[config.mk]
export PLATFORM = sky130hd
export DESIGN_NAME = fs4_serial_flat
export DESIGN_NICKNAME = d
export VERILOG_FILES = /design/src/rtl/fs4_serial_if.sv /design/src/rtl/fs4_serial.sv /design/src/flat_wrapper.sv
export SDC_FILE = /design/constraint.sdc
export NUM_CORES = 1
export LEC_CHECK = 0
export ABC_AREA = 1
export BUFFER_PORTS_ARGS = -buffer_cell sky130_fd_sc_hd__buf_2
export CORE_MARGIN = 3
export CORE_UTILIZATION = 47
export DETAILED_ROUTE_END_ITERATION = 7
export PLACE_DENSITY_LB_ADDON = 0.1
export SLEW_MARGIN = 10
export SYNTH_ARGS = -nofsm -noshare
export SYNTH_HDL_FRONTEND = slang
export SYNTH_SLANG_ARGS = --single-unit
[constraint.sdc]
create_clock -name clk -period 1.3 [get_ports clk]
set_clock_uncertainty 0.2 [all_clocks]
set_input_delay 0.065 -clock clk [delete_from_list [all_inputs] [get_ports clk]]
set_output_delay 0.065 -clock clk [all_outputs]
set_load 0.005 [all_outputs]
[src/rtl/fs4_serial_if.sv]
// fs4_serial_if: start/ready/done handshake and operand/result bus for fs4_serial
`timescale 1ns/1ps
interface fs4_serial_if #(parameter int WIDTH = 4);
  logic             start;
  logic [WIDTH-1:0] A;
  logic [WIDTH-1:0] B;
  logic             Bin;
  logic             ready;
  logic             done;
  logic [WIDTH-1:0] Diff;
  logic             Bout;
  logic             Zero;
  logic             Ovf;
  modport master (output start, A, B, Bin, input ready, done, Diff, Bout, Zero, Ovf);
  modport slave (input start, A, B, Bin, output ready, done, Diff, Bout, Zero, Ovf);
endinterface

[src/rtl/fs4_serial.sv]
// fs4_serial: bit-serial subtractor computing A - B - Bin one bit per clock, LSB first
`timescale 1ns/1ps
module fs4_serial #(parameter int WIDTH = 4) (
  input logic        clk,
  input logic        rst_n,
  fs4_serial_if.slave bus
);
  localparam int CW = $clog2(WIDTH);
  typedef enum logic [1:0] {IDLE, SHIFT, DONE} state_t;
  state_t           r_state, w_next;
  logic [WIDTH-1:0] r_a, r_b, r_d, r_diff, w_dfin;
  logic [CW-1:0]    r_cnt;
  logic             r_brw, r_amsb, r_bmsb, r_bout, r_zero, r_ovf;
  logic             w_acc, w_last, w_d, w_brw;
  // one full-subtractor bit slice plus handshake decode and next state
  always_comb begin
    w_acc = bus.start && (r_state != SHIFT);
    w_last = (r_state == SHIFT) && (r_cnt == CW'(WIDTH - 1));
    w_d = r_a[0] ^ r_b[0] ^ r_brw;
    w_brw = (~r_a[0] & r_b[0]) | (~r_a[0] & r_brw) | (r_b[0] & r_brw);
    w_dfin = {w_d, r_d[WIDTH-1:1]};
    w_next = w_acc ? SHIFT : (r_state == SHIFT) ? (w_last ? DONE : SHIFT) : IDLE;
  end
  // state register
  always_ff @(posedge clk or negedge rst_n)
    if (!rst_n) r_state <= IDLE;
    else r_state <= w_next;
  // operand capture and serial shift; result registers load only on the final bit
  always_ff @(posedge clk or negedge rst_n) begin
    if (!rst_n) begin
      r_a <= '0;
      r_b <= '0;
      r_d <= '0;
      r_brw <= 1'b0;
      r_cnt <= '0;
      r_amsb <= 1'b0;
      r_bmsb <= 1'b0;
      r_diff <= '0;
      r_bout <= 1'b0;
      r_zero <= 1'b0;
      r_ovf <= 1'b0;
    end else if (w_acc) begin
      r_a <= bus.A;
      r_b <= bus.B;
      r_brw <= bus.Bin;
      r_cnt <= '0;
      r_amsb <= bus.A[WIDTH-1];
      r_bmsb <= bus.B[WIDTH-1];
    end else if (r_state == SHIFT) begin
      r_a <= {1'b0, r_a[WIDTH-1:1]};
      r_b <= {1'b0, r_b[WIDTH-1:1]};
      r_d <= w_dfin;
      r_brw <= w_brw;
      r_cnt <= r_cnt + 1'b1;
      if (w_last) begin
        r_diff <= w_dfin;
        r_bout <= w_brw;
        r_zero <= ~|w_dfin;
        r_ovf <= (r_amsb != r_bmsb) && (w_dfin[WIDTH-1] != r_amsb);
      end
    end
  end
  assign bus.ready = (r_state != SHIFT);
  assign bus.done = (r_state == DONE);
  assign bus.Diff = r_diff;
  assign bus.Bout = r_bout;
  assign bus.Zero = r_zero;
  assign bus.Ovf = r_ovf;
endmodule

[src/flat_wrapper.sv]
// flat-port wrapper written by rule: the top's interface ports become plain ports
module fs4_serial_flat 
#(parameter int WIDTH = 4)
  (clk, rst_n, bus_start, bus_A, bus_B, bus_Bin, bus_ready, bus_done, bus_Diff, bus_Bout, bus_Zero, bus_Ovf);
  fs4_serial_if #(.WIDTH(WIDTH)) bus_i ();
  input logic clk;
  input logic rst_n;
  input wire logic [$bits(bus_i.start)-1:0] bus_start;
  input wire logic [$bits(bus_i.A)-1:0] bus_A;
  input wire logic [$bits(bus_i.B)-1:0] bus_B;
  input wire logic [$bits(bus_i.Bin)-1:0] bus_Bin;
  output wire logic [$bits(bus_i.ready)-1:0] bus_ready;
  output wire logic [$bits(bus_i.done)-1:0] bus_done;
  output wire logic [$bits(bus_i.Diff)-1:0] bus_Diff;
  output wire logic [$bits(bus_i.Bout)-1:0] bus_Bout;
  output wire logic [$bits(bus_i.Zero)-1:0] bus_Zero;
  output wire logic [$bits(bus_i.Ovf)-1:0] bus_Ovf;
  assign bus_i.start = bus_start;
  assign bus_i.A = bus_A;
  assign bus_i.B = bus_B;
  assign bus_i.Bin = bus_Bin;
  assign bus_ready = bus_i.ready;
  assign bus_done = bus_i.done;
  assign bus_Diff = bus_i.Diff;
  assign bus_Bout = bus_i.Bout;
  assign bus_Zero = bus_i.Zero;
  assign bus_Ovf = bus_i.Ovf;
  fs4_serial #(.WIDTH(WIDTH)) u_core (.clk(clk), .rst_n(rst_n), .bus(bus_i));
endmodule
==> results.md, run 1 <==
| Result | Reported |
|:---|:---|
| Critical setup path kind | flop to flop |
| DP HPWL | 1.432 mm |
| Most repeated library cell on the critical path | sky130_fd_sc_hd__nand2_1 |
| Die boundary height | 54.24 um |
| Top fanout value on the critical path | 4 |
| Area of the mapped netlist | 0.001094 sq mm |
| Required time of the critical path | 1330 ps |
| Leakage power of the design | 0.7918 nW |
| Area fraction in compound gates after synthesis | 4.119% |
| Fin nets | 180 |
| Clock transition at the register clock pins on the worst setup and hold paths after CTS | 140 ps |
| Endpoint kind of the worst setup timing path | flop |
| Max cap viols | 0 |
| Global-route wire length before repair | 3.650 mm |
| Result of the run | complete, but fails checks |
| Worst hold slack | 41.04 ps |
| Pre-Repair DR Iteration Count | 4 |
| Xor and xnor area share after synthesis | 0% |
| Antenna violations before repair | 0 |
| Number of storage elements in the synthesis netlist | 25 |
| Average via count per standard cell | 5.000 |
| WP data arrival | 1570 ps |
| Unique masters post-synth | 17 |
| Latest clock arrival within the worst-skew pair | 310 ps |
| Cell breakdown of the critical path | inv_2 -> fa_2 -> nor2_1 -> nand2_1 -> nand2_1 -> nand2_1 -> nand2_1 |
| Remaining global-route overflow | 0 |
| Family with the most delay on the worst path | adder cells |
| CP Launch Type | flop |
| Clock Tree Root | sky130_fd_sc_hd__clkbuf_4 |
| Slew @ Worst Pin | 538.3 ps |
| Number of hold violations in the final report | 0 |
| Remaining routing DRC violations | 0 |
| Wire length per cell after detailed routing | 11.54 um |
| Inserted Clock Buffers | 3 |
| Number of nets with antenna violations after routing | 0 |
| Power per standard cell area | 2307 mW/mm^2 |
| Horiz. Die Dim | 54.24 um |
| Average cell area after synthesis | 8.891 sq um |
| Peak Freq | 647.9 MHz |
| Number of fill cells | 179 |
| Total core area | 0.002082 sq mm |
| Total clock sinks | 25 |
| Layout area overhead | 37.87% |
| Buffers from clock root to sink, at most | 2 |
| Slowest stage delay, CP | 600 ps |
| Number of DRC markers in iteration 0 | 16 |
| Headroom to the max-slew limit | 64.11% |
| Final number of setup-violating endpoints | 6 |
| Total count of max-transition violations in the final report | 0 |
| Area taken by flip-flops and latches | 625.6 sq um |
| Count of vias placed by the detailed router | 960 |
| Worst hold-check path type | input pin to asynchronous set/reset pin |
| Commonest cells after routing, fill and taps aside | 33 x sky130_fd_sc_hd__nand2_1, 25 x sky130_fd_sc_hd__dfrtp_1, 21 x sky130_fd_sc_hd__nand3_1, 19 x sky130_fd_sc_hd__buf_2, 11 x sky130_fd_sc_hd__dlygate4sd3_1 |
| Pin count of the biggest net entering global routing | 26 |
| Mux cell area share after synthesis | 0% |
| FP Rows | 16 |
| Portion of the post-synthesis area used by sequential elements | 57.21% |
| Synth Area in Simple Gates | 28.03% |
| Antenna fix cells | 0 |
| Worst path buffer plus inverter count | 1 |
| Post-Route WL | 2.216 mm |
| Initial standard-cell utilization of the core | 52.52% |
| Number of cells produced by synthesis | 123 |
| IO Count | 21 |
| Fraction of final layout cells with drive strength greater than 1 | 34.55% |
| Final cycle utilization of the critical path | 118.7% |
| Clock H-tree levels | 1 |
| Largest family of logic cells by synthesized area | simple AND/OR/NAND/NOR gates |
| Synth warn | 0 |
| Core Util, Final | 72.42% |
| Die Outline Area | 0.002941 sq mm |
| Clock tree from TritonCTS | built |
| Violations in the final reports | negative setup slack |
| Max rail drop VDD | 1430 uV |
| Most common cell after layout, fill and taps aside | sky130_fd_sc_hd__nand2_1 |
| Post-Synth Adder-Cell Area | 2.975% |
| Worst-case setup margin in the final layout | -243.5 ps |
| Critical Path Slowest Stage Cell | sky130_fd_sc_hd__fa_2 |
| Period minus WS final | 1544 ps |
| Tot GR Track Use | 17.21% |
| Area used by multi-input combinational logic | 459.2 sq um |
| Unrepaired setup endpoints after global routing | true |
| Syn Nets | 137 |
| Port Buf Inserts | 20 |
| Weighted congestion at the end of routability-driven global placement | 0.7125 |
| Vias in the first global route | 859 |
==> cell families after synthesis <==
logic type	after synthesis
AND/OR/NAND/NOR	70
flip-flops	25
buffers and inverters	17
AO/OA/AOI/OAI	9
adder cells (fa/ha/maj)	2
==> path summary, 6_finish.rpt <==
path                       cells past startpoint               start  slack [ps]                 end
min in group clk                               2  u_core.bus.Diff[3]         300  u_core.bus.Diff[3]
max                                            7       u_core.r_b[0]        -240      u_core.bus.Ovf
max reg2reg                                    7       u_core.r_b[0]        -240      u_core.bus.Ovf
max in group asynchronous                      2               rst_n         490       u_core.r_b[1]
min                                            2               rst_n          40  u_core.bus.Diff[0]
min reg2reg                                    2  u_core.bus.Diff[3]         300  u_core.bus.Diff[3]
==> cell usage after synthesis <==
master	n	share of area [%]
sky130_fd_sc_hd__o21ai_1	6	2.7
sky130_fd_sc_hd__o21ai_0	2	0.92
sky130_fd_sc_hd__inv_1	11	3.8
sky130_fd_sc_hd__nand3_1	22	10
sky130_fd_sc_hd__dfrtp_1	25	57
sky130_fd_sc_hd__buf_2	1	0.46
sky130_fd_sc_hd__buf_6	2	2.1
sky130_fd_sc_hd__fa_1	1	1.8
sky130_fd_sc_hd__buf_4	1	0.69
sky130_fd_sc_hd__inv_2	2	0.69
sky130_fd_sc_hd__nor2_4	1	1.0
sky130_fd_sc_hd__a21oi_1	1	0.46
sky130_fd_sc_hd__nand3_2	1	0.92
sky130_fd_sc_hd__nor2_1	6	2.1
sky130_fd_sc_hd__nand2_2	1	0.57
sky130_fd_sc_hd__nand2_1	39	13
sky130_fd_sc_hd__ha_1	1	1.1
==> registers in the layout, indices dropped and copies added, names as in the netlist <==
name,count
u_core.bus.Zero,1
u_core.r_brw,1
u_core.r_bmsb,1
u_core.r_a,4
u_core.bus.Ovf,1
u_core.bus.Diff,4
u_core.r_d,3
u_core.bus.Bout,1
u_core.r_state,2
u_core.r_amsb,1
u_core.r_cnt,2
u_core.r_b,4
==> per-stage QoR <==
stage	power (mW)	std cells	setup WS, ps	area, sq um	TNS, ps
2_1_floorplan	2.270	123	-179.4	1094	-484.6
3_3_place_gp	2.634	170	-214.4	1235	-655.3
3_5_place_dp	2.670	170	-246.3	1235	-792.3
4_1_cts	3.144	188	-246.7	1408	-843.8
5_1_grt	3.800	192	-304.6	1508	-1318
6_report	3.478	192	-243.5	1508	-830.0
==> worst register-to-register path, stage by stage (launching register included) <==
cell and delay, ps:
sky130_fd_sc_hd__dfrtp_1 390, sky130_fd_sc_hd__inv_2 50, sky130_fd_sc_hd__fa_2 600, sky130_fd_sc_hd__nor2_1 50
sky130_fd_sc_hd__nand2_1 50, sky130_fd_sc_hd__nand2_1 40, sky130_fd_sc_hd__nand2_1 50, sky130_fd_sc_hd__nand2_1 40
==> report_power, final <==
part / internal [mW] / switching, mW / leakage (nW)
logic: 0.840 / 0.941 / 0.459
clock network: 0.120 / 0.225 / 0.0150
registers: 1.12 / 0.235 / 0.317
==> per-layer routing <==
metal  track usage (%)  share of wire (%)  vias to the layer above  wire, um
met4             6.224               0.54                        0        12
met2             28.49                 50                       25      1109
met5                 0                  0                        -         0
li1                  -                  -                      478         -
met3             2.452                4.2                        2        94
met1             22.89                 45                      455       999
==> final cells by class <==
type                            count  share of cell area [%]
Inverter                           13                   3.402
Tap cell                           27                   2.241
Clock buffer                        4                   1.743
Multi-Input combinational cell     82                   30.46
Sequential cell                    25                   41.49
Timing Repair Buffer               41                   20.66
==> timing repair <==
action,in CTS,in global routing
setup buffers,4,3
gates cloned,0,1
endpoints found under the hold margin,36,0
endpoints found under the setup margin,6,20
hold buffers,11,0
gates resized for setup,5,23
pin swaps,2,10
Note: power is estimated with default switching activity, not from simulation.
==> run 2: changes to the inputs <==
--- a/config.mk
+++ b/config.mk
@@ -7,9 +7,12 @@
 export LEC_CHECK = 0
 export ABC_AREA = 1
 export BUFFER_PORTS_ARGS = -buffer_cell sky130_fd_sc_hd__buf_2
+export CELL_PAD_IN_SITES_DETAIL_PLACEMENT = 0
+export CELL_PAD_IN_SITES_GLOBAL_PLACEMENT = 2
 export CORE_MARGIN = 3
-export CORE_UTILIZATION = 47
+export CORE_UTILIZATION = 28
 export DETAILED_ROUTE_END_ITERATION = 7
+export MAX_ROUTING_LAYER = met4
 export PLACE_DENSITY_LB_ADDON = 0.1
 export SLEW_MARGIN = 10
 export SYNTH_ARGS = -nofsm -noshare
==> results.md, run 2 (synthesis gave the netlist of run 1 again) <==
| Result | Reported |
|:---|:---|
| Final design instance area without fill | 0.001607 sq mm |
| Global-route met1 utilization | 17.04% |
| Max cap viols | 0 |
| Post-Route WL | 2.627 mm |
| Pre-Repair DR Iteration Count | 2 |
| Endpoint kind of the worst setup timing path | flop |
| Total count of max-transition violations in the final report | 0 |
| FP Rows | 22 |
| Die Outline Area | 0.004692 sq mm |
| Placed Instance Area | 0.001271 sq mm |
| Inserted Clock Buffers | 3 |
| Critical setup path kind | flop to flop |
| Minimum setup slack among reg-to-reg paths | -270 ps |
| Worst-case setup margin in the final layout | -267.2 ps |
| Wire length per cell after detailed routing | 11.89 um |
| Fin nets | 188 |
| Clock H-tree levels | 1 |
| Global routing usage on met2 | 19.43% |
| Most used routing layer | met2 |
| Headroom to the max-slew limit | 62.70% |
| Max rail drop VDD | 779.4 uV |
| Latest clock arrival within the worst-skew pair | 260 ps |
| Met3 usage | 2.431% |
| Violations in the final reports | negative setup slack |
| Global-route wire length before repair | 4.347 mm |
| Buffers from clock root to sink, at most | 2 |
| Power per standard cell area | 2325 mW/mm^2 |
| Part of the power in combinational logic | 51.7% |
| IO Count | 21 |
| Proportion of power drawn by the clock network | 12.2% |
| Total Negative Setup Slacks | -807.9 ps |
| Remaining global-route overflow | 0 |
| Result of the run | complete, but fails checks |
| Number of nets with antenna violations after routing | 0 |
| Antenna violations before repair | 0 |
| Clock Tree Root | sky130_fd_sc_hd__clkbuf_8 |
| Die boundary height | 68.50 um |
| Worst hold slack | 120.1 ps |
| Total clock sinks | 25 |
| Layout area overhead | 46.91% |
| Power share of the sequential group | 36.1% |
| Switching part of the total power | 39.29% |
| WP data arrival | 1530 ps |
| Top fanout value on the critical path | 4 |
| Tot GR Track Use | 12.96% |
| Peak Freq | 638.1 MHz |
| Required time of the critical path | 1260 ps |
| Final number of setup-violating endpoints | 4 |
| Internal Dissipation | 2.267 mW |
| Commonest cells after routing, fill and taps aside | 35 x sky130_fd_sc_hd__nand2_1, 24 x sky130_fd_sc_hd__dfrtp_1, 22 x sky130_fd_sc_hd__nand3_1, 19 x sky130_fd_sc_hd__buf_2, 13 x sky130_fd_sc_hd__dlygate4sd3_1 |
| Port Buf Inserts | 20 |
| Core Util, Final | 43.23% |
| Remaining routing DRC violations | 0 |
| Number of hold violations in the final report | 0 |
| DP HPWL | 1.718 mm |
| CP Launch Type | flop |
| Horiz. Die Dim | 68.50 um |
| Clock transition at the register clock pins on the worst setup and hold paths after CTS | 80 ps |
| Total core area | 0.003716 sq mm |
| Antenna fix cells | 0 |
| Clock tree from TritonCTS | built |
| Leakage power of the design | 0.8307 nW |
| Period minus WS final | 1567 ps |
| Count of vias placed by the detailed router | 966 |
| Initial standard-cell utilization of the core | 29.43% |
| Final cycle utilization of the critical path | 120.6% |
| Number of DRC markers in iteration 0 | 25 |
| Vias in the first global route | 970 |
| Fraction of final layout cells with drive strength greater than 1 | 36.42% |
| Net switching power | 1.467 mW |
| Worst hold-check path type | input pin to asynchronous set/reset pin |
| Unrepaired setup endpoints after global routing | true |
| Weighted congestion at the end of routability-driven global placement | 0.7720 |
| Average via count per standard cell | 4.371 |
| Most common cell after layout, fill and taps aside | sky130_fd_sc_hd__nand2_1 |
| Slew @ Worst Pin | 559.6 ps |
| Pin count of the biggest net entering global routing | 26 |
| DP Worst Slack | -261.4 ps |
run 2: path summary, 6_finish.rpt:
kind / from / end / cells after the start
setup / recovery: u_core.r_b[0] / u_core.bus.Ovf / 7
hold / removal: rst_n / u_core.r_state[1] / 2
setup reg to reg: u_core.r_b[0] / u_core.bus.Ovf / 7
hold reg to reg: u_core.bus.Diff[0] / u_core.bus.Diff[0] / 2
max in group asynchronous: rst_n / u_core.r_state[0] / 2
min in group clk: u_core.bus.Diff[0] / u_core.bus.Diff[0] / 2
run 2: metal layers:
metal,vias to the layer above,share of wire (%)
met1,451,50
met5,-,0
li1,497,-
met4,0,1.5
met2,13,46
met3,5,3.0
run 2: power groups by stage:
stage               Clock [mW]  Combinational (mW)  Sequential (mW)
floorplan                    0               0.955             1.31
global placement             0                1.38             1.33
global route             0.515                2.19             1.40
finish                   0.454                1.93             1.35
detailed placement           0                1.40             1.34
CTS                      0.471                1.51             1.33
run 2: worst max-delay path, cell delays in order (launching register included):
cell and delay, ps:
sky130_fd_sc_hd__dfrtp_1 370, sky130_fd_sc_hd__inv_2 50, sky130_fd_sc_hd__fa_2 620, sky130_fd_sc_hd__nor2_2 40
sky130_fd_sc_hd__nand2_1 50, sky130_fd_sc_hd__nand2_1 40, sky130_fd_sc_hd__nand2_1 50, sky130_fd_sc_hd__nand2_1 40
run 2: through the flow:
stage / std cells / power, mW
4_1_cts: 213 / 3.311
3_3_place_gp: 194 / 2.717
6_report: 221 / 3.735
5_1_grt: 221 / 4.103
3_5_place_dp: 194 / 2.741
2_1_floorplan: 123 / 2.270
run 2: repair_timing:
item / 4_1_cts / 5_1_grt
hold buffers: 13 / 0
pin swaps: 2 / 5
buffers inserted: 3 / 6
cloned: 0 / 2
endpoints found under the hold margin: 36 / 0
setup endpoints to repair: 6 / 17
resized for setup: 5 / 23
run 2: area by class of cell:
type                            instances  area [sq um]
Multi-Input combinational cell         83         462.9
Clock buffer                            4         45.04
Sequential cell                        25         626.9
Tap cell                               48         60.06
Timing Repair Buffer                   48         360.3
Fill cell                             384          2110
Inverter                               13         51.30
==> run 3: changes to the inputs <==
--- a/config.mk
+++ b/config.mk
@@ -14,6 +14,7 @@
 export DETAILED_ROUTE_END_ITERATION = 7
 export MAX_ROUTING_LAYER = met4
 export PLACE_DENSITY_LB_ADDON = 0.1
+export SETUP_SLACK_MARGIN = 0.3
 export SLEW_MARGIN = 10
 export SYNTH_ARGS = -nofsm -noshare
 export SYNTH_HDL_FRONTEND = slang
==> results.md, run 3 (synthesis gave the netlist of run 1 again) <==
| Result | Reported |
|:---|:---|
| Latest clock arrival within the worst-skew pair | 270 ps |
| Number of fill cells | 383 |
| Period minus WS final | 1552 ps |
| Number of hold violations in the final report | 4 |
| Worst-case setup margin in the final layout | -251.9 ps |
| Max cap viols | 0 |
| Final cycle utilization of the critical path | 119.4% |
| Antenna fix cells | 0 |
| Fraction of final layout cells with drive strength greater than 1 | 57.95% |
| Number of DRC markers in iteration 0 | 25 |
| Count of vias placed by the detailed router | 1001 |
| Global-route wire length before repair | 4.774 mm |
| Clock H-tree levels | 1 |
| CP Launch Type | flop |
| DP HPWL | 1.678 mm |
| Die boundary height | 68.50 um |
| Initial standard-cell utilization of the core | 29.43% |
| Required time of the critical path | 1260 ps |
| Final number of setup-violating endpoints | 7 |
| Power per standard cell area | 2416 mW/mm^2 |
| Top fanout value on the critical path | 4 |
| Remaining routing DRC violations | 0 |
| FP Rows | 22 |
| WP data arrival | 1510 ps |
| Pin count of the biggest net entering global routing | 26 |
| Fin nets | 191 |
| Wire length per cell after detailed routing | 12.49 um |
| Result of the run | complete, but fails checks |
| Remaining global-route overflow | 0 |
| Critical setup path kind | flop to flop |
| Layout area overhead | 69.11% |
| Part of the power in combinational logic | 59.1% |
| Hold buffer count at cts | 10 |
| Power share of the sequential group | 30.8% |
| Worst hold slack | -14.23 ps |
| Worst hold-check path type | input pin to flop |
| Port Buf Inserts | 20 |
| Horiz. Die Dim | 68.50 um |
| Commonest cells after routing, fill and taps aside | 26 x sky130_fd_sc_hd__nand2_1, 24 x sky130_fd_sc_hd__dfrtp_1, 18 x sky130_fd_sc_hd__buf_2, 16 x sky130_fd_sc_hd__nand3_2, 13 x sky130_fd_sc_hd__buf_4 |
| Inserted Clock Buffers | 3 |
| Slew @ Worst Pin | 346.4 ps |
| Peak Freq | 644.4 MHz |
| Total core area | 0.003716 sq mm |
| Endpoint kind of the worst setup timing path | flop |
| Post-Route WL | 2.798 mm |
| DP Worst Slack | -251.3 ps |
| Headroom to the max-slew limit | 76.91% |
| Total Negative Setup Slacks | -1034 ps |
| Most common cell after layout, fill and taps aside | sky130_fd_sc_hd__nand2_1 |
| Clock tree from TritonCTS | built |
| Max rail drop VDD | 761.2 uV |
| Buffers from clock root to sink, at most | 2 |
| Total clock sinks | 25 |
| Violations in the final reports | negative hold slack, negative setup slack |
| Vias in the first global route | 1058 |
| Pre-Repair DR Iteration Count | 4 |
| Antenna violations before repair | 0 |
| Net switching power | 1.788 mW |
| Proportion of power drawn by the clock network | 10.1% |
| Average via count per standard cell | 4.469 |
| Unrepaired setup endpoints after global routing | true |
| Clock transition at the register clock pins on the worst setup and hold paths after CTS | 90 ps |
| Number of nets with antenna violations after routing | 0 |
| Die Outline Area | 0.004692 sq mm |
| Clock Tree Root | sky130_fd_sc_hd__clkbuf_8 |
| Leakage power of the design | 0.9233 nW |
| Tot GR Track Use | 14.38% |
| Internal Dissipation | 2.680 mW |
| Weighted congestion at the end of routability-driven global placement | 0.7202 |
| Switching part of the total power | 40.01% |
| IO Count | 21 |
| Total count of max-transition violations in the final report | 0 |
==> run 3: routing by layer <==
metal / part of all wire, % / vias to the layer above / track usage, %
li1: - / 500 / -
met1: 47 / 484 / 18.51
met2: 48 / 13 / 22.77
met3: 2.6 / 4 / 1.459
met4: 2.1 / 0 / 6.700
met5: 0 / - / -
==> run 3: power by group through the flow <==
stage / registers [mW] / clock network [mW] / logic, mW
6_report: 1.38 / 0.453 / 2.64
5_1_grt: 1.42 / 0.500 / 2.92
4_1_cts: 1.35 / 0.476 / 2.25
3_5_place_dp: 1.34 / 0 / 1.43
3_3_place_gp: 1.33 / 0 / 1.42
2_1_floorplan: 1.32 / 0 / 0.991
==> run 3: worst paths after layout <==
path | start | end | slack [ps] | cells past startpoint
setup / recovery | u_core.r_b[0] | u_core.bus.Ovf | -250 | 7
hold / removal | bus_start | u_core.r_b[1] | -10 | 3
setup reg to reg | u_core.r_b[0] | u_core.bus.Ovf | -250 | 7
hold reg to reg | u_core.r_b[3] | u_core.r_b[3] | 290 | 2
max in group asynchronous | rst_n | u_core.r_state[0] | 570 | 2
min in group asynchronous | rst_n | u_core.r_cnt[1] | 50 | 2
==> run 3: what timing repair did <==
item	in CTS	in global routing
buffers inserted	9	4
pin swaps	13	12
endpoints found under the setup margin	34	59
endpoints found under the hold margin	36	1
gates cloned	3	0
resized for setup	46	30
==> run 3: critical path, cell delays in order (launching register included) <==
cell and delay [ps]:
sky130_fd_sc_hd__dfrtp_1 380, sky130_fd_sc_hd__inv_2 50, sky130_fd_sc_hd__fa_2 570, sky130_fd_sc_hd__nor2_1 50, sky130_fd_sc_hd__nand2_1 50, sky130_fd_sc_hd__nand2_1 40
sky130_fd_sc_hd__nand2_1 50, sky130_fd_sc_hd__nand2_1 40
==> run 3: per-stage QoR <==
step                utilization (%)  hold slack [ps]  instances  cell area (sq um)  power [mW]
detailed placement            34.61           -112.0        194               1286       2.776
global route                  49.76           -1.932        224               1849       4.837
CTS                           45.89           -22.59        220               1705       4.081
floorplan                         -           -430.6        123               1109       2.314
finish                        49.76           -14.23        224               1849       4.468
global placement              34.61           -104.6        194               1286       2.752
==> run 3: area by class of cell <==
class                   instances  area [sq um]  area share (%)
flip-flops and latches         25         626.9           33.90
well taps                      48         60.06           3.248
clock buffers                   4         45.04           2.436
repair buffers                 52         427.9           23.14
inverters                      13         61.31           3.315
multi-input cells              82         628.1           33.96
